==> config.mk <==
export PLATFORM = sky130hd
export DESIGN_NAME = imem_stream_loader
export DESIGN_NICKNAME = d
export VERILOG_FILES = /design/src/rtl/imem_stream_loader.sv
export SDC_FILE = /design/constraint.sdc
export NUM_CORES = 1
export LEC_CHECK = 0
export CORE_MARGIN = 3
export CORE_UTILIZATION = 55
export CTS_BUF_LIST = sky130_fd_sc_hd__clkbuf_8
export DETAILED_ROUTE_END_ITERATION = 8
export DONT_BUFFER_PORTS = 1
export HOLD_SLACK_MARGIN = 0.05
export PLACE_DENSITY = 0.7
export SLEW_MARGIN = 30
export SYNTH_ARGS = -nofsm -noshare
export SYNTH_HDL_FRONTEND = slang
export SYNTH_SLANG_ARGS = --single-unit
==> constraint.sdc <==
create_clock -name clk -period 2.2 [get_ports clk]
set_input_delay 0 -clock clk [delete_from_list [all_inputs] [get_ports clk]]
set_output_delay 0 -clock clk [all_outputs]
set_load 0.05 [all_outputs]
==> src/rtl/imem_stream_loader.sv <==
// Byte-stream program loader: assembles a length-prefixed little-endian image into
// 32-bit words, writes them to instruction memory, and holds the core in reset until done.
module imem_stream_loader #(
    parameter int unsigned ADDR_WIDTH = 8,
    parameter int unsigned DEPTH      = 256
) (
    input  logic                  clk,
    input  logic                  rst_n,
    input  logic                  start,
    input  logic                  in_valid,
    input  logic [7:0]            in_data,
    output logic                  in_ready,
    output logic                  imem_we,
    output logic [ADDR_WIDTH-1:0] imem_addr,
    output logic [31:0]           imem_wdata,
    output logic                  core_rst_n,
    output logic                  busy,
    output logic                  done,
    output logic                  error,
    output logic [ADDR_WIDTH:0]   words_loaded
);

    typedef enum logic [2:0] {
        StIdle,
        StLenLo,
        StLenHi,
        StData,
        StWrite,
        StDone,
        StError
    } state_e;

    state_e              state_q, state_d;
    logic [15:0]         len_q, len_d;
    logic [31:0]         word_q, word_d;
    logic [1:0]          byte_cnt_q, byte_cnt_d;
    logic [ADDR_WIDTH:0] wl_q, wl_d;
    logic [15:0]         len_full;
    logic                xfer;

    always_ff @(posedge clk or negedge rst_n) begin
        if (!rst_n) begin
            state_q    <= StIdle;
            len_q      <= '0;
            word_q     <= '0;
            byte_cnt_q <= '0;
            wl_q       <= '0;
        end else begin
            state_q    <= state_d;
            len_q      <= len_d;
            word_q     <= word_d;
            byte_cnt_q <= byte_cnt_d;
            wl_q       <= wl_d;
        end
    end

    // Outputs decode from state/registers only, so in_ready never depends on in_valid.
    always_comb begin
        in_ready     = (state_q == StLenLo) || (state_q == StLenHi) || (state_q == StData);
        imem_we      = (state_q == StWrite);
        busy         = in_ready || imem_we;
        done         = (state_q == StDone);
        core_rst_n   = (state_q == StDone);
        error        = (state_q == StError);
        imem_addr    = wl_q[ADDR_WIDTH-1:0];
        imem_wdata   = word_q;
        words_loaded = wl_q;
    end

    always_comb begin
        state_d    = state_q;
        len_d      = len_q;
        word_d     = word_q;
        byte_cnt_d = byte_cnt_q;
        wl_d       = wl_q;
        xfer       = in_valid && in_ready;
        len_full   = {in_data, len_q[7:0]};

        unique case (state_q)
            StIdle, StDone, StError: begin
                if (start) begin
                    state_d    = StLenLo;
                    wl_d       = '0;
                    byte_cnt_d = '0;
                end
            end
            StLenLo: begin
                if (xfer) begin
                    len_d[7:0] = in_data;
                    state_d    = StLenHi;
                end
            end
            StLenHi: begin
                if (xfer) begin
                    len_d[15:8] = in_data;
                    if (len_full == 16'd0) begin
                        state_d = StDone;
                    end else if (32'(len_full) > DEPTH) begin
                        state_d = StError;
                    end else begin
                        state_d = StData;
                    end
                end
            end
            StData: begin
                if (xfer) begin
                    // First byte ends up in [7:0] after four shifts.
                    word_d     = {in_data, word_q[31:8]};
                    byte_cnt_d = byte_cnt_q + 2'd1;
                    if (byte_cnt_q == 2'd3) begin
                        state_d = StWrite;
                    end
                end
            end
            StWrite: begin
                wl_d = wl_q + {{ADDR_WIDTH{1'b0}}, 1'b1};
                if (32'(wl_d) == 32'(len_q)) begin
                    state_d = StDone;
                end else begin
                    state_d = StData;
                end
            end
            default: begin
                state_d = StIdle;
            end
        endcase
    end

endmodule

==> flow_summary.yaml <==
timing:
  fin_setup_tns_ps: 0
  hold_viol_final: 0
  period_minus_slack_ps: 1980
  rsz0062_at_grt: "no"
  final-max-slew-violation-count: 0
  max_freq_mhz: 504
  holdWs_ps: 56.5
  setup_violations: 0
  max_slew_margin_pct: 65.5
  worst_slew_pin_slew_ps: 518
  finalCritPeriodShare_pct: 90.1
  finClkSkew_ps: 3.75
cts:
  numClockSinks: 62
  cts_htree_levels: 3
  cts_buffer_depth: 2
  ctsResizeCount: 0
  cts_root_buf: "clkbuf_8"
  clock_latency_ps: 330
  path_clk_slew_ps: 60
  cts_buffers: 9
  cts_tree: "done"
pwr:
  clkPwrFrac_pct: 18.3
  p_int_uw: 3200
  leakagePower_uw: 0.00153
  seqPwrFrac_pct: 51.2
  powerDensity_nw_per_um2: 1750
  p_switching_uw: 2890
  pwr-share-comb_pct: 30.5
  netSwitchingFraction_pct: 47.4
  ir_drop_mv: 1.14
global_routing:
  grt.total_usage_pct: 20.8
  grt_pass1_wl_mm: 10.2
  grt_pass1_vias: 2066
  antenna_found_initial: 0
  grt_start_max_net_pins: 63
  grt_overflow: 0
yosys:
  synth_cell_types: 47
  synth_area_leaders: "dfrtp_1 51%, mux2_2 18%, xnor2_1 3.2%, o21ai_0 2.8%, buf_4 2.5%"
  async_flop_share_pct: 100
  seq_area_frac_synth_pct: 51.5
  yosysTopAreaCellShare_pct: 51.5
  syn_nets: 269
  ys.flop_type: "dfrtp_1"
  syn_area_per_cell_um2: 11.8
  yosysTopAreaCell: "dfrtp_1"
  synth_edf_count: 0
  ys_warn_count: 0
  mappedNetlistArea_um2: 3010
  ys_ff_latch: 62
  netlist_instances: 255
routing:
  ant_nets: 0
  dr.pass1.iters: 4
  wl_per_cell_um: 17.4
  viasPerCell: 5.80
  route.detailed.drc: 0
  vias: 2020
  drtIter0Drc: 90
  routed_wl_mm: 6.07
worst_setup_path:
  start_kind: "flop"
  critical-path-slowest-cell: "dfrtp_2"
  crit_fanout: 9
  crit_required_ps: 2470
  reg2reg_depth: 6
  path_class: "reg2reg"
  crit_arrival_ps: 2250
  cp_slowest_stage_delay_ps: 420
  crit_path_end_kind: "flop"
  cp_cell_sequence: "ha_1, nand3_1, o41ai_2, a32oi_1, o41ai_2, and3_1"
  cpMostUsedCell: "o41ai_2"
floorplan:
  die_w_um: 80.0
  coreArea_um2: 5200
  ios: 67
  fp-row-count: 26
  die-area_um2: 6400
  die_y_um: 80.0
  start_util_pct: 57.9
finish:
  nets: 288
  layout_commonest_cell: "dfrtp_1"
  layout_common_cells: "61 x dfrtp_1, 48 x mux2_2, 18 x buf_4, 17 x o21ai_0, 15 x nor2_1"
  syn2layout_area_growth_pct: 15.1
  antenna_cells: 0
  final_layout_size_suffix_gt1_share_pct: 32.4
job:
  drv_cap: 0
placement:
  numPortBuffers: 0
  place_congestion: 0.875
  dp_hpwl_mm: 4.17
run_status:
  status: "finished, final reports clean"
hold_path:
  hp-class: "in2reg"
  whs_path_depth: 2
## cells by family after synthesis
logic type | after synthesis | share of synthesized area, %
simple gates | 61 | 10.9
flops | 62 | 51.5
xor+xnor | 14 | 4.07
compound gates | 42 | 9.71
fa+ha+maj | 2 | 0.830
mux | 48 | 17.9
buf+inv | 26 | 5.11
## layout make-up
class / instances / area (µm²)
Fill cell: 397 / 1740
Sequential cell: 62 / 1550
Multi-Input combinational cell: 167 / 1310
Timing Repair Buffer: 30 / 283
Clock buffer: 11 / 151
Tap cell: 70 / 87.6
Clock inverter: 4 / 71.3
Inverter: 4 / 15.0
## final timing paths
kind,start,to,slack (ps)
setup / recovery,words_loaded[0],state_q[2],220
hold / removal,start,state_q[1],60
setup reg to reg,words_loaded[0],state_q[2],220
hold reg to reg,byte_cnt_q[1],byte_cnt_q[1],500
max in group asynchronous,rst_n,words_loaded[0],1740
min in group asynchronous,rst_n,words_loaded[7],200
## worst max-delay path: cells and delay by family (launching register included)
kind / cells / cell delay [ps]
AOI/OAI and AO/OA: 3 / 790
DFF: 1 / 420
and+or+nand+nor: 2 / 390
adders and majority gates: 1 / 330
## power groups by stage
stage	Clock, µW	Combinational, µW	Sequential [µW]
2_1_floorplan	0	1520	3020
3_3_place_gp	0	1770	3140
3_5_place_dp	0	1820	3160
4_1_cts	1130	1870	3140
5_1_grt	1180	2050	3200
6_report	1110	1860	3120
## timing repair
| action | in CTS | in global routing |
|---|---|---|
| buffers inserted | 0 | 0 |
| hold buffers | 11 | 0 |
| hold endpoints to repair | 90 | 0 |
## synth_stat cells, drive strengths merged (3+ instances only)
library cell  instances
xnor2                11
o21ai                17
nor3                  3
a21oi                 5
mux2                 48
and3                  6
nand3                 6
nor4                  4
nand2                13
nand2b                3
nor2                 16
inv                   4
xor2                  3
buf                  20
o41ai                 5
dfrtp                62
## sequential cells by signal, indices dropped and copies added (netlist names)
register,count
byte_cnt_q,2
imem_wdata,32
len_q,16
state_q,3
words_loaded,9
## per-layer routing
metal | vias up | routed length, µm | part of all wire [%] | track usage [%]
li1 | 954 | - | - | -
met1 | 995 | 2730 | 45 | 27.3
met2 | 64 | 2870 | 47 | 32.5
met3 | 7 | 405 | 6.7 | 5.64
met4 | 0 | 63 | 1.0 | 8.95
met5 | - | 0 | 0 | 0
## through the flow
stage / total power (µW) / std cells / cell area [µm²] / worst slack (ps) / util [%]
2_1_floorplan: 4540 / 255 / 3020 / 22.9 / -
5_1_grt: 6430 / 348 / 3470 / 19.1 / 66.7
6_report: 6090 / 348 / 3470 / 218 / 66.7
3_3_place_gp: 4910 / 322 / 3120 / 318 / 59.9
3_5_place_dp: 4980 / 322 / 3120 / 246 / 59.9
4_1_cts: 6140 / 348 / 3470 / 231 / 66.7
Power figures use the tool's default switching activity.
